File: src/rtl/comparator_seq.sv
// rtl/comparator_seq.sv - multi-cycle MSB-first chunked magnitude comparator with valid/ready handshake
module comparator_seq #(
   parameter int WIDTH      = 16,
   parameter int CHUNK      = 2,
   parameter int EARLY_EXIT = 1
) (
   input  logic             clk,
   input  logic             rst,
   input  logic             in_valid,
   output logic             in_ready,
   input  logic [WIDTH-1:0] a,
   input  logic [WIDTH-1:0] b,
   input  logic             signed_mode,
   output logic             out_valid,
   input  logic             out_ready,
   output logic             a_gt_b,
   output logic             a_eq_b,
   output logic             a_lt_b
);

   localparam int NCHUNK = WIDTH / CHUNK;
   localparam int IDXW   = (NCHUNK > 1) ? $clog2(NCHUNK) : 1;

   localparam logic [1:0] IDLE = 2'd0;
   localparam logic [1:0] SCAN = 2'd1;
   localparam logic [1:0] DONE = 2'd2;

   logic [1:0]       state;
   logic [WIDTH-1:0] a_reg;
   logic [WIDTH-1:0] b_reg;
   logic [IDXW-1:0]  idx;

   // First-difference record, only meaningful in full-scan mode
   logic             found;
   logic             rec_gt;
   logic             rec_lt;

   logic [CHUNK-1:0] chunk_a;
   logic [CHUNK-1:0] chunk_b;
   logic             chunk_gt;
   logic             chunk_lt;
   logic             chunk_ne;
   logic             res_gt;
   logic             res_lt;
   logic             res_eq;

   // Flipping the sign bit maps two's-complement order onto unsigned order
   logic [WIDTH-1:0] sign_flip;
   assign sign_flip = {signed_mode, {(WIDTH-1){1'b0}}};

   assign in_ready = (state == IDLE);

   // Current chunk compare and the full-scan result that favours the earliest difference
   always_comb begin
      chunk_a  = a_reg[int'(idx)*CHUNK +: CHUNK];
      chunk_b  = b_reg[int'(idx)*CHUNK +: CHUNK];
      chunk_gt = (chunk_a > chunk_b);
      chunk_lt = (chunk_a < chunk_b);
      chunk_ne = (chunk_a != chunk_b);
      res_gt   = found ? rec_gt : chunk_gt;
      res_lt   = found ? rec_lt : chunk_lt;
      res_eq   = ~(found | chunk_ne);
   end

   // Control FSM, operand capture, scan index and result flags
   always_ff @(posedge clk or posedge rst) begin
      if (rst) begin
         state     <= IDLE;
         a_reg     <= '0;
         b_reg     <= '0;
         idx       <= '0;
         found     <= 1'b0;
         rec_gt    <= 1'b0;
         rec_lt    <= 1'b0;
         out_valid <= 1'b0;
         a_gt_b    <= 1'b0;
         a_eq_b    <= 1'b0;
         a_lt_b    <= 1'b0;
      end else begin
         case (state)
            IDLE: begin
               if (in_valid) begin
                  a_reg  <= a ^ sign_flip;
                  b_reg  <= b ^ sign_flip;
                  idx    <= IDXW'(NCHUNK - 1);
                  found  <= 1'b0;
                  rec_gt <= 1'b0;
                  rec_lt <= 1'b0;
                  state  <= SCAN;
               end
            end
            SCAN: begin
               if (EARLY_EXIT != 0) begin
                  if (chunk_ne || (idx == '0)) begin
                     a_gt_b    <= chunk_gt;
                     a_lt_b    <= chunk_lt;
                     a_eq_b    <= ~chunk_ne;
                     out_valid <= 1'b1;
                     state     <= DONE;
                  end else begin
                     idx <= idx - IDXW'(1);
                  end
               end else begin
                  if (!found && chunk_ne) begin
                     found  <= 1'b1;
                     rec_gt <= chunk_gt;
                     rec_lt <= chunk_lt;
                  end
                  if (idx == '0) begin
                     a_gt_b    <= res_gt;
                     a_lt_b    <= res_lt;
                     a_eq_b    <= res_eq;
                     out_valid <= 1'b1;
                     state     <= DONE;
                  end else begin
                     idx <= idx - IDXW'(1);
                  end
               end
            end
            DONE: begin
               if (out_ready) begin
                  out_valid <= 1'b0;
                  state     <= IDLE;
               end
            end
            default: begin
               out_valid <= 1'b0;
               state     <= IDLE;
            end
         endcase
      end
   end

endmodule

File: config.mk
export PLATFORM = sky130hd
export DESIGN_NAME = comparator_seq
export DESIGN_NICKNAME = d
export VERILOG_FILES = /design/src/rtl/comparator_seq.sv
export SDC_FILE = /design/constraint.sdc
export NUM_CORES = 1
export LEC_CHECK = 0
export CELL_PAD_IN_SITES_DETAIL_PLACEMENT = 1
export CELL_PAD_IN_SITES_GLOBAL_PLACEMENT = 1
export CORE_MARGIN = 3
export CORE_UTILIZATION = 41
export DETAILED_ROUTE_END_ITERATION = 10
export PLACE_DENSITY_LB_ADDON = 0.1
export SKIP_CTS_REPAIR_TIMING = 1
export SLEW_MARGIN = 20
export SYNTH_ARGS = -nofsm -noshare
export SYNTH_HDL_FRONTEND = slang
export SYNTH_SLANG_ARGS = --single-unit
File: constraint.sdc
create_clock -name clk -period 2.6 [get_ports clk]
set_input_delay 0.52 -clock clk [delete_from_list [all_inputs] [get_ports clk]]
set_output_delay 0.52 -clock clk [all_outputs]
set_load 0.02 [all_outputs]
## Word level (Yosys, flattened, before mapping)

Index checks and enable logic that the tools add are counted.

- RAM bits: 0
- Memories kept: 0
- Output and inout bits: 5
- Logic and storage cells: 43
- Latch bits: 0
- ROM bits: 0
- Register bits: 41
- Input bits: 37

- $lt $le $gt $ge: 2
- Add/subtract/negate cells: 1
- Shifts and indexed selects: 2
- Div/mod/pow operators: 0
- Bitwise gates (word level): 4
- Muxes and demuxes: 10
- Eq/ne operators: 7
- Reductions and logical operators: 9
- Multipliers: 0

Operators by type and width:

| cell | count |
|---|---|
| $shiftx 16x5->2 | 2 |
| $xor 16x16->16 | 2 |
| $reduce_and 3->1 | 3 |
| $ne 2x2->1 const B | 4 |
| $mux 2 | 3 |
| $mux 3 | 2 |
| $pmux 2 s3 | 1 |
| $pmux 3 s2 | 1 |
| $reduce_and 2->1 | 2 |
| $logic_not 3->1 | 1 |
| $pmux 1 s3 | 1 |
| $sub 3x1->3 const B | 1 |
| $eq 2x1->1 const B | 1 |
| $eq 2x2->1 const B | 1 |
| $gt 2x2->1 | 1 |
| $logic_not 2->1 | 1 |
| $lt 2x2->1 | 1 |
| $mux 1 | 2 |
| $ne 2x2->1 | 1 |
| $not 1->1 | 2 |
| $reduce_bool 2->1 | 1 |
| $logic_or 1x1->1 | 1 |

## Logic depth before layout (Yosys ltp)

Gate-level depths: netlist of run 1.

- Depth after elaboration: 5
- Mapped depth: 7
- Depth with buffers taken out: 6

## Worst setup path after synthesis of run 1

OpenSTA, ideal clock, no wires.

- Path type: register to register
- From: reg idx[0]
- To: reg a_lt_b
- Cell stages (with the launch flop): 8
- Path buffers: 1
- Data required time: 2.475 ns
- Arrival time: 2.271 ns
- Library setup time: 0.125 ns
- Period minus slack after synthesis: 2.396 ns
- Setup slack: 0.204 ns
- Path through: dfrtp_1 > buf_6 > mux4_1 > mux2_2 > ha_1 > nand2_1 > o21ai_1 > mux2_2

- Cells in the longest elaborated chain, start to end: 4
- Elaborated cells on any way between the ends: 7
- Classes of those cells: 1 x order compare; 1 x eq/ne; 2 x shift; 3 x reduce/logical

RTL lines:

| what | line | source |
|---|---|---|
| start, declared | 31 | `logic [IDXW-1:0] idx;` |
| start signal, assigned | 85 | `idx <= IDXW'(NCHUNK - 1);` |
| start signal, assigned | 101 | `idx <= idx - IDXW'(1);` |
| start signal, assigned | 116 | `idx <= idx - IDXW'(1);` |
| $shiftx 16x5->2, on equally long branches | 55, 56 |  |
| $ne 2x2->1 | 59 | `chunk_ne = (chunk_a != chunk_b);` |
| $logic_or 1x1->1 | 94 | `if (chunk_ne \|\| (idx == '0)) begin` |
| $reduce_and 2->1 (no line) | - |  |
| end signal, assigned | 96 | `a_lt_b <= chunk_lt;` |
| end signal, assigned | 111 | `a_lt_b <= res_lt;` |
| end, declared | 18 | `output logic a_lt_b` |

Parallel ways exist; a longest one is shown, timed or not.
A chain may end at the register's enable or synchronous reset.

## Worst setup path after layout of run 1

Same ends and word-level chain as after synthesis.

==> summary.md, run 1 <==
| Metric | Value |
|---|---|
| Vias | `roughly 1200` |
| Count leader, synth | `dfrtp_1` |
| Sequential fraction of the synthesis area | `0.529` |
| CTS Sinks | `just over 40` |
| Worst min path class | `flip-flop to flip-flop` |
| Critical-path cell list | `mux4_1, mux2_2, ha_1, nand2_1, o21ai_1, mux2_2` |
| Clk buf depth | `2` |
| Endpoints failing setup | `0` |
| Total grt overflow | `0` |
| Most used DFF post-synth | `dfrtp_1` |
| DR vias/cell | `about 5.3` |
| Post-synth EDFFs | `0` |
| # rows | `24` |
| Leakage | `~1.1 nW` |
| Setup TNS | `0 ps` |
| Chip Width | `74.8 µm` |
| Number of port buffers | `between 40 and 50` |
| Largest area contributor in the netlist | `dfrtp_1` |
| Top cells by area, synth | `dfrtp_1 (53%), mux2_2 (19%), mux4_1 (11%)` |
| Arrival @ worst endpoint | `2680 ps` |
| Yosys cell types | `22` |
| Slew @ Worst Pin | `between 500 and 600 ps` |
| Final Critical Period | `between 2000 and 3000 ps` |
| GRT met3 Usage | `0.0427` |
| Initial antenna violation count | `0` |
| Final period util | `0.962` |
| Final Util | `0.562` |
| VDD IR max | `between 0.0004 and 0.0005 V` |
| Worst EP required | `~2800 ps` |
| Fmax | `400 MHz` |
| Clk_skew | `slightly below 3 ps` |
| Wire per inst | `approximately 17 µm` |
| Area Overhead vs Synth | `29.6%` |
| Vias in the first global route | `1365` |
| Length of the first detailed-routing pass in iterations | `3` |
| Clk_lat worst skew | `about 290 ps` |
| Highest-delay cell along the critical path | `mux4_1` |
| Antenna Cells | `0` |
| Syn_area_per_cell | `14.6 µm²` |
| CTS Buf Count | `5` |
| Syn_nets | `174` |
| Mapped cell area | `1940 µm²` |
| Max-cap viol count | `0` |
| Final non-filler cell total | `around 230` |
| CTS H-tree lvls | `2` |
| Top Family by Delay on Critical Path | `multiplexers` |
| GR peak layer | `met2` |
| RSZ-0062 raised after global routing | `false` |
| 1st-iter DRT viols | `a little under 70` |
| Crit Path Class | `flip-flop to flip-flop` |
| Async S/R FF share, synth | `1.00` |
| Synthesized flop and latch total | `just over 40` |
| First-pass GRT wire length | `approximately 6.4 mm` |
| DRC Markers | `0` |
| CORE AREA | `about 4500 µm²` |
| Largest net degree at the start of global routing | `42` |
| Final Hold Fails | `0` |
| Starting density of the core | `0.433` |
| Synth top area share | `0.529` |
| Syn Inst Count | `between 100 and 150` |
| Buf/Inv on CP | `0` |
| Startpoint Class | `flip-flop` |
| Clock transition at path regs | `70 ps` |
| P_sw | `between 0.8 and 0.9 mW` |
| Die ar. | `about 5600 µm²` |
| Max_slew headroom | `0.650` |
| TritonCTS clock tree | `built` |
| Post-detail-place hpwl | `around 3 mm` |
| Synth warn | `0` |
| Global routing usage on met1 | `0.184` |
| Total wire length | `about 3.9 mm` |
| CP endpoint kind | `flip-flop` |
| Post-route ant nets | `0` |
| Worst-path fanout max | `6` |
| Status | `completed` |
| Placed Cells | `224` |
| GPL Wtd Cong | `0.806` |
| Seq pwr share | `0.420` |
| GR Util All Layers | `0.155` |
| Most common cell on crit path | `mux2_2` |
| Nets@finish | `220` |
| Grt met2 use | `0.272` |
| Layout cells sized above 1 | `0.261` |
| Root buffer cell | `clkbuf_8` |
| Comb pwr share | `0.418` |
| Slew Viols, Final | `0` |
| Pint | `roughly 1.9 mW` |
| Clock power share | `0.162` |
| Die height | `around 75 µm` |
| P per Cell Area | `about 1100 nW/µm²` |
| Switching portion of total power | `0.318` |
| Max stage delay on crit path | `600 ps` |
| Ports | `42` |
| Top cells by instance count after synthesis | `dfrtp_1 (41), mux2_2 (33), mux4_1 (8)` |
-- through the flow --
stage / power [mW] / hold WS, ps / instance area (µm²) / setup WS (ps)
floorplan: 1.95 / 472 / 1940 / 204
global placement: 2.25 / 464 / 2410 / 269
detailed placement: 2.34 / 474 / 2410 / 162
CTS: 2.80 / 492 / 2510 / 87.4
global route: 2.96 / 521 / 2510 / 5.53
finish: 2.76 / 499 / 2510 / 97.7
-- cell usage in the layout (no fill, tap or decap) --
cell type        instances
a21boi_0                 1
a21oi_1                  3
buf_4                    5
clkbuf_8                 7
clkdlybuf4s50_1         41
clkinv_2                 1
dfrtp_1                 41
ha_1                     4
inv_1                    5
mux2_2                  33
mux2i_1                  5
mux4_1                   8
nand2_1                  6
nand2b_1                 2
nand4_1                  1
nand4b_1                 1
nor2_1                   7
nor2b_1                  3
nor3b_4                  1
o21ai_0                  1
o21ai_1                  1
o2bb2ai_1                1
xnor2_1                  2
-- final timing paths --
kind / depth (start not counted) / endpoint / from / slack [ps]
max: 6 / a_lt_b / idx[0] / 100
min: 2 / out_valid / out_valid / 500
max reg2reg: 6 / a_lt_b / idx[0] / 100
min reg2reg: 2 / out_valid / out_valid / 500
max in group asynchronous: 3 / a_reg[4] / rst / 1570
min in group asynchronous: 3 / out_valid / rst / 650
-- cell type report --
class / count / area (µm²)
Timing Repair Buffer: 46 / 448
Inverter: 5 / 18.8
Tap cell: 52 / 65.1
Multi-Input combinational cell: 80 / 855
Clock buffer: 7 / 96.3
Sequential cell: 41 / 1030
Clock inverter: 1 / 5.00
Fill cell: 447 / 1960
-- worst min-delay path: cells and delay by family (launching register included) --
kind	cells	cell delay, ps
and+or+nand+nor	2	100
DFF	1	360
-- per-layer routing --
layer	vias to the layer above	wire length [µm]
met3	7	174
li1	572	-
met5	-	0
met4	0	48
met1	621	1560
met2	26	2090
-- power by group through the flow --
stage | combinational (mW) | sequential [mW] | clock [mW]
6_report | 1.16 | 1.16 | 0.446
5_1_grt | 1.27 | 1.20 | 0.490
2_1_floorplan | 0.847 | 1.10 | 0
3_3_place_gp | 1.09 | 1.17 | 0
4_1_cts | 1.17 | 1.17 | 0.461
3_5_place_dp | 1.15 | 1.18 | 0
-- cell families (layout without fill, tap and decap cells) --
group / Yosys count / after routing / synth area share
AO/OA/AOI/OAI: 7 / 7 / 0.0213
XOR/XNOR: 2 / 2 / 0.00903
adder cells (fa/ha/maj): 4 / 4 / 0.0258
buffers and inverters: 12 / 59 / 0.0335
flip-flops: 41 / 41 / 0.529
multiplexers: 46 / 46 / 0.326
AND/OR/NAND/NOR: 21 / 21 / 0.0555
No activity file was read; power rests on OpenSTA's default activity.
==> inputs of run 2 (changes only) <==
==> constraint.sdc (replaced) <==
create_clock -name clk -period 2.6 [get_ports clk]
set_input_delay 0.26 -clock clk [delete_from_list [all_inputs] [get_ports clk]]
set_output_delay 0.26 -clock clk [all_outputs]
set_load 0.02 [all_outputs]
==> summary.md, run 2 (synthesis results as in run 1) <==
| Metric | Value |
|---|---|
| 1st-iter DRT viols | `28` |
| Layout cells sized above 1 | `0.257` |
| Final Critical Period | `about 2400 ps` |
| GRT met3 Usage | `0.0414` |
| Most common cell on crit path | `mux2_2` |
| Number of port buffers | `between 40 and 50` |
| Die height | `approximately 75 µm` |
| Fmax | `approximately 410 MHz` |
| Worst reg2reg path depth | `6` |
| Ports | `42` |
| GR Util All Layers | `0.154` |
| TritonCTS clock tree | `built` |
| Wire per inst | `16.7 µm` |
| Clock transition at path regs | `90 ps` |
| GR peak layer | `met2` |
| Most frequent cells in the layout | `dfrtp_1 (41), clkdlybuf4s50_1 (41), mux2_2 (33), mux4_1 (8), nor2_1 (7)` |
| R2r endpoint | `a_lt_b` |
| Clk_lat worst skew | `approximately 300 ps` |
| Final period util | `0.938` |
| Vias in the first global route | `approximately 1300` |
| Slew Viols, Final | `0` |
| Antenna Cells | `0` |
| FF/Latch Area | `roughly 1000 µm²` |
| Vias | `approximately 1200` |
| Endpoints failing setup | `0` |
| Clk buf depth | `2` |
| Final Hold Fails | `0` |
| Largest net degree at the start of global routing | `42` |
| CP endpoint kind | `flip-flop` |
| Nets@finish | `between 200 and 250` |
| # rows | `24` |
| Max_slew headroom | `0.661` |
| Area Overhead vs Synth | `31.1%` |
| Max-cap viol count | `0` |
| DRC Markers | `0` |
| Die ar. | `5590 µm²` |
| Total grt overflow | `0` |
| Slew @ Worst Pin | `slightly above 500 ps` |
| Length of the first detailed-routing pass in iterations | `2` |
| First-pass GRT wire length | `approximately 6.3 mm` |
| Final Cell Area | `about 2500 µm²` |
| Post-route total power | `about 2.9 mW` |
| CTS Sinks | `41` |
| RSZ-0062 raised after global routing | `false` |
| P per Cell Area | `roughly 1100 nW/µm²` |
| DR vias/cell | `between 5 and 6` |
| Total wire length | `between 3 and 4 mm` |
| Clk_skew | `between 8 and 9 ps` |
| Worst min path class | `primary input to async pin` |
| Starting density of the core | `0.433` |
| Status | `completed` |
| Area occupied by multi-input gates | `around 850 µm²` |
| Chip Width | `between 70 and 80 µm` |
| Grt met2 use | `0.270` |
| CORE AREA | `roughly 4500 µm²` |
| Global routing usage on met1 | `0.181` |
| Leakage | `1.13 nW` |
| Highest-delay cell along the critical path | `mux4_1` |
| VDD IR max | `roughly 0.00045 V` |
| Final Util | `0.568` |
| # fillers | `440` |
| GPL Wtd Cong | `a little over 0.8` |
| CTS H-tree lvls | `2` |
| Critical-path cell list | `mux4_1, mux2_2, ha_1, nand2_1, o21ai_1, mux2_2` |
| R2R Setup Slk | `160 ps` |
| R2r startpoint | `idx[0]` |
| Arrival @ worst endpoint | `~2600 ps` |
| Crit Path Class | `flip-flop to flip-flop` |
| Post-detail-place hpwl | `around 2.9 mm` |
| Post-route ant nets | `0` |
| Initial antenna violation count | `0` |
| Root buffer cell | `clkbuf_8` |
| Setup TNS | `0 ps` |
| Startpoint Class | `flip-flop` |
| Worst EP required | `~2800 ps` |
| Max stage delay on crit path | `between 500 and 600 ps` |
| Post-DP Area | `2400 µm²` |
| CTS Buf Count | `5` |
| Worst-path fanout max | `6` |
==> run 2: cell type report <==
cell class,count,area share
flip-flops and latches,41,0.404
repair buffers,45,0.173
clock inverters,3,0.0271
multi-input cells,80,0.336
inverters,5,0.00738
clock buffers,5,0.0271
well taps,52,0.0256
==> run 2: how the worst max path moves through the flow <==
stage | start | end | slack, ps | cells after the start
after floorplan | idx[0] | a_lt_b | 200 | 7
after global placement | idx[0] | a_lt_b | 270 | 6
after CTS | idx[0] | a_lt_b | 150 | 6
after global routing | idx[0] | a_lt_b | 40 | 6
after detailed placement | idx[0] | a_lt_b | 170 | 6
final | idx[0] | a_lt_b | 160 | 6
==> run 2: per-stage QoR <==
stage	setup slack (ps)	hold slack, ps	std cells
2_1_floorplan	204	412	133
3_3_place_gp	270	464	223
3_5_place_dp	171	474	223
4_1_cts	151	415	231
5_1_grt	38.3	438	231
6_report	161	396	231
==> run 2: metal layers <==
metal / vias up / wire, µm
met5: - / 0
met4: 0 / 44
met3: 6 / 166
met2: 27 / 2070
met1: 623 / 1570
li1: 566 / -
==> run 2: worst max-delay path: cells and delay by family (launching register included) <==
kind                     cells  cell delay [ps]
AO/OA/AOI/OAI                1              190
adder cells (fa/ha/maj)      1              320
flip-flops                   1              490
multiplexers                 3             1220
AND/OR/NAND/NOR              1               90
==> run 2: report_power, final <==
part	internal, mW	switching (mW)
registers	0.951	0.211
clock network	0.386	0.230
logic	0.683	0.441
total	2.02	0.882
==> inputs of run 3 (changes only) <==
--- a/config.mk
+++ b/config.mk
@@ -8,7 +8,7 @@
 export CELL_PAD_IN_SITES_DETAIL_PLACEMENT = 1
 export CELL_PAD_IN_SITES_GLOBAL_PLACEMENT = 1
 export CORE_MARGIN = 3
-export CORE_UTILIZATION = 41
+export CORE_UTILIZATION = 37
 export DETAILED_ROUTE_END_ITERATION = 10
 export PLACE_DENSITY_LB_ADDON = 0.1
 export SKIP_CTS_REPAIR_TIMING = 1
==> constraint.sdc (replaced) <==
create_clock -name clk -period 2.2 [get_ports clk]
set_input_delay 0.22 -clock clk [delete_from_list [all_inputs] [get_ports clk]]
set_output_delay 0.22 -clock clk [all_outputs]
set_load 0.02 [all_outputs]
==> summary.md, run 3 (synthesis results as in run 1) <==
| Metric | Value |
|---|---|
| Status | `complete, but fails checks` |
| Failing checks | `negative setup slack` |
| R2r startpoint | `idx[0]` |
| Final worst-path setup slack | `-84.5 ps` |
| Startpoint Class | `flip-flop` |
| Vias in the first global route | `around 1300` |
| Worst min path class | `primary input to async pin` |
| # fillers | `~490` |
| Highest-delay cell along the critical path | `mux4_2` |
| Final Util | `0.546` |
| Vias | `~1200` |
| Die ar. | `around 6100 µm²` |
| Worst-path fanout max | `5` |
| CTS Buf Count | `5` |
| Final Hold Fails | `0` |
| Largest net degree at the start of global routing | `42` |
| Slew Viols, Final | `0` |
| VDD IR max | `approximately 0.00069 V` |
| DR vias/cell | `around 4.8` |
| 1st-iter DRT viols | `21` |
| Die height | `slightly below 80 µm` |
| CP endpoint kind | `flip-flop` |
| Arrival @ worst endpoint | `between 2000 and 2500 ps` |
| Starting density of the core | `0.397` |
| TritonCTS clock tree | `built` |
| R2r endpoint | `a_lt_b` |
| Post-route ant nets | `0` |
| Length of the first detailed-routing pass in iterations | `2` |
| Most common cell on crit path | `mux2_4` |
| Post-DP Area | `2500 µm²` |
| Ports | `42` |
| Number of port buffers | `41` |
| Max-cap viol count | `0` |
| DRC Markers | `0` |
| Total wire length | `roughly 3.8 mm` |
| Max stage delay on crit path | `roughly 520 ps` |
| Most frequent cells in the layout | `dfrtp_1 (41), clkdlybuf4s50_1 (41), mux2_2 (30), buf_4 (8), nor2_1 (7)` |
| Placed Cells | `241` |
| R2R Setup Slk | `-80 ps` |
| Post-Place Setup Slack | `-64.7 ps` |
| Final period util | `1.04` |
| Layout cells sized above 1 | `0.339` |
| Initial antenna violation count | `0` |
| Worst reg2reg path depth | `7` |
| Clock transition at path regs | `80 ps` |
| # rows | `25` |
| GPL Wtd Cong | `between 0.7 and 0.8` |
| CP Launch Point | `idx[0]` |
| Fmax | `roughly 440 MHz` |
| Clk buf depth | `2` |
| Final non-filler cell total | `about 250` |
| Crit Path Class | `flip-flop to flip-flop` |
| Total grt overflow | `0` |
| Wire per inst | `between 15 and 20 µm` |
| Post-detail-place hpwl | `2.79 mm` |
| Clk_skew | `slightly above 9 ps` |
| Slew @ Worst Pin | `roughly 520 ps` |
| Area Overhead vs Synth | `37.4%` |
| Setup crit end | `a_lt_b` |
| Max_slew headroom | `0.651` |
| Root buffer cell | `clkbuf_8` |
| Antenna Cells | `0` |
| CORE AREA | `4880 µm²` |
| P per Cell Area | `approximately 1400 nW/µm²` |
| Nets@finish | `about 230` |
| Clk_lat worst skew | `roughly 290 ps` |
| Final Critical Period | `~2300 ps` |
| Leakage | `approximately 1.1 nW` |
| Chip Width | `78.4 µm` |
| GR Util All Layers | `0.130` |
| RSZ-0062 raised after global routing | `true` |
| First-pass GRT wire length | `around 6.3 mm` |
| Post-route total power | `3.71 mW` |
| CTS H-tree lvls | `2` |
| Critical-path cell list | `buf_6, mux4_2, mux2_4, ha_4, nand2_4, o21ai_4, mux2_4` |
| Setup TNS | `-84.5 ps` |
| Final Cell Area | `between 2000 and 3000 µm²` |
| Worst EP required | `2370 ps` |
| CTS Sinks | `41` |
| Endpoints failing setup | `1` |
| Worst hold slack | `approximately 380 ps` |
-- run 3: cell types whose count changed in the layout (fill, tap and decap cells not counted), moves of 2 or more --
cell,change
buf_6,+2
mux2_2,-3
ha_4,+2
mux2i_2,+2
ha_1,-2
mux2_4,+3
mux2i_1,-2
mux4_2,+4
mux4_1,-4
buf_4,+4
-- run 3: per-layer routing --
metal / vias up / share of wire / global-route usage
met5: - / 0 / 0
met4: 0 / 0.0065 / 0.0367
met3: 2 / 0.039 / 0.0378
met2: 23 / 0.54 / 0.219
met1: 624 / 0.42 / 0.162
li1: 578 / - / -
-- run 3: how the worst min path moves through the flow --
stage / start / end / slack, ps / cells after the start
4_1_cts: rst / b_reg[11] / 380 / 3
3_3_place_gp: out_valid / out_valid / 470 / 2
5_1_grt: rst / a_reg[11] / 430 / 3
2_1_floorplan: a[10] / a_reg[10] / 370 / 1
3_5_place_dp: out_valid / out_valid / 480 / 2
6_report: rst / a_reg[11] / 380 / 3
-- run 3: cell type report --
| type | instances | area (µm²) | area share |
|---|---|---|---|
| Clock buffer | 6 | 82.6 | 0.0310 |
| Multi-Input combinational cell | 80 | 902 | 0.339 |
| Sequential cell | 41 | 1030 | 0.385 |
| Inverter | 5 | 18.8 | 0.00705 |
| Clock inverter | 2 | 37.5 | 0.0141 |
| Timing Repair Buffer | 52 | 513 | 0.193 |
| Tap cell | 67 | 83.8 | 0.0315 |
-- run 3: critical path, delay by kind of cell (launching register included) --
kind                       cells  cell delay (ps)
muxes                          3             1120
DFF                            1              390
adders and majority gates      1              280
AOI/OAI and AO/OA              1              160
buffers and inverters          1              140
and+or+nand+nor                1               60
-- run 3: power by group --
group | switching, mW | total, mW | internal (mW)
combinational | 0.695 | 1.75 | 1.06
clock | 0.253 | 0.622 | 0.369
sequential | 0.206 | 1.33 | 1.12
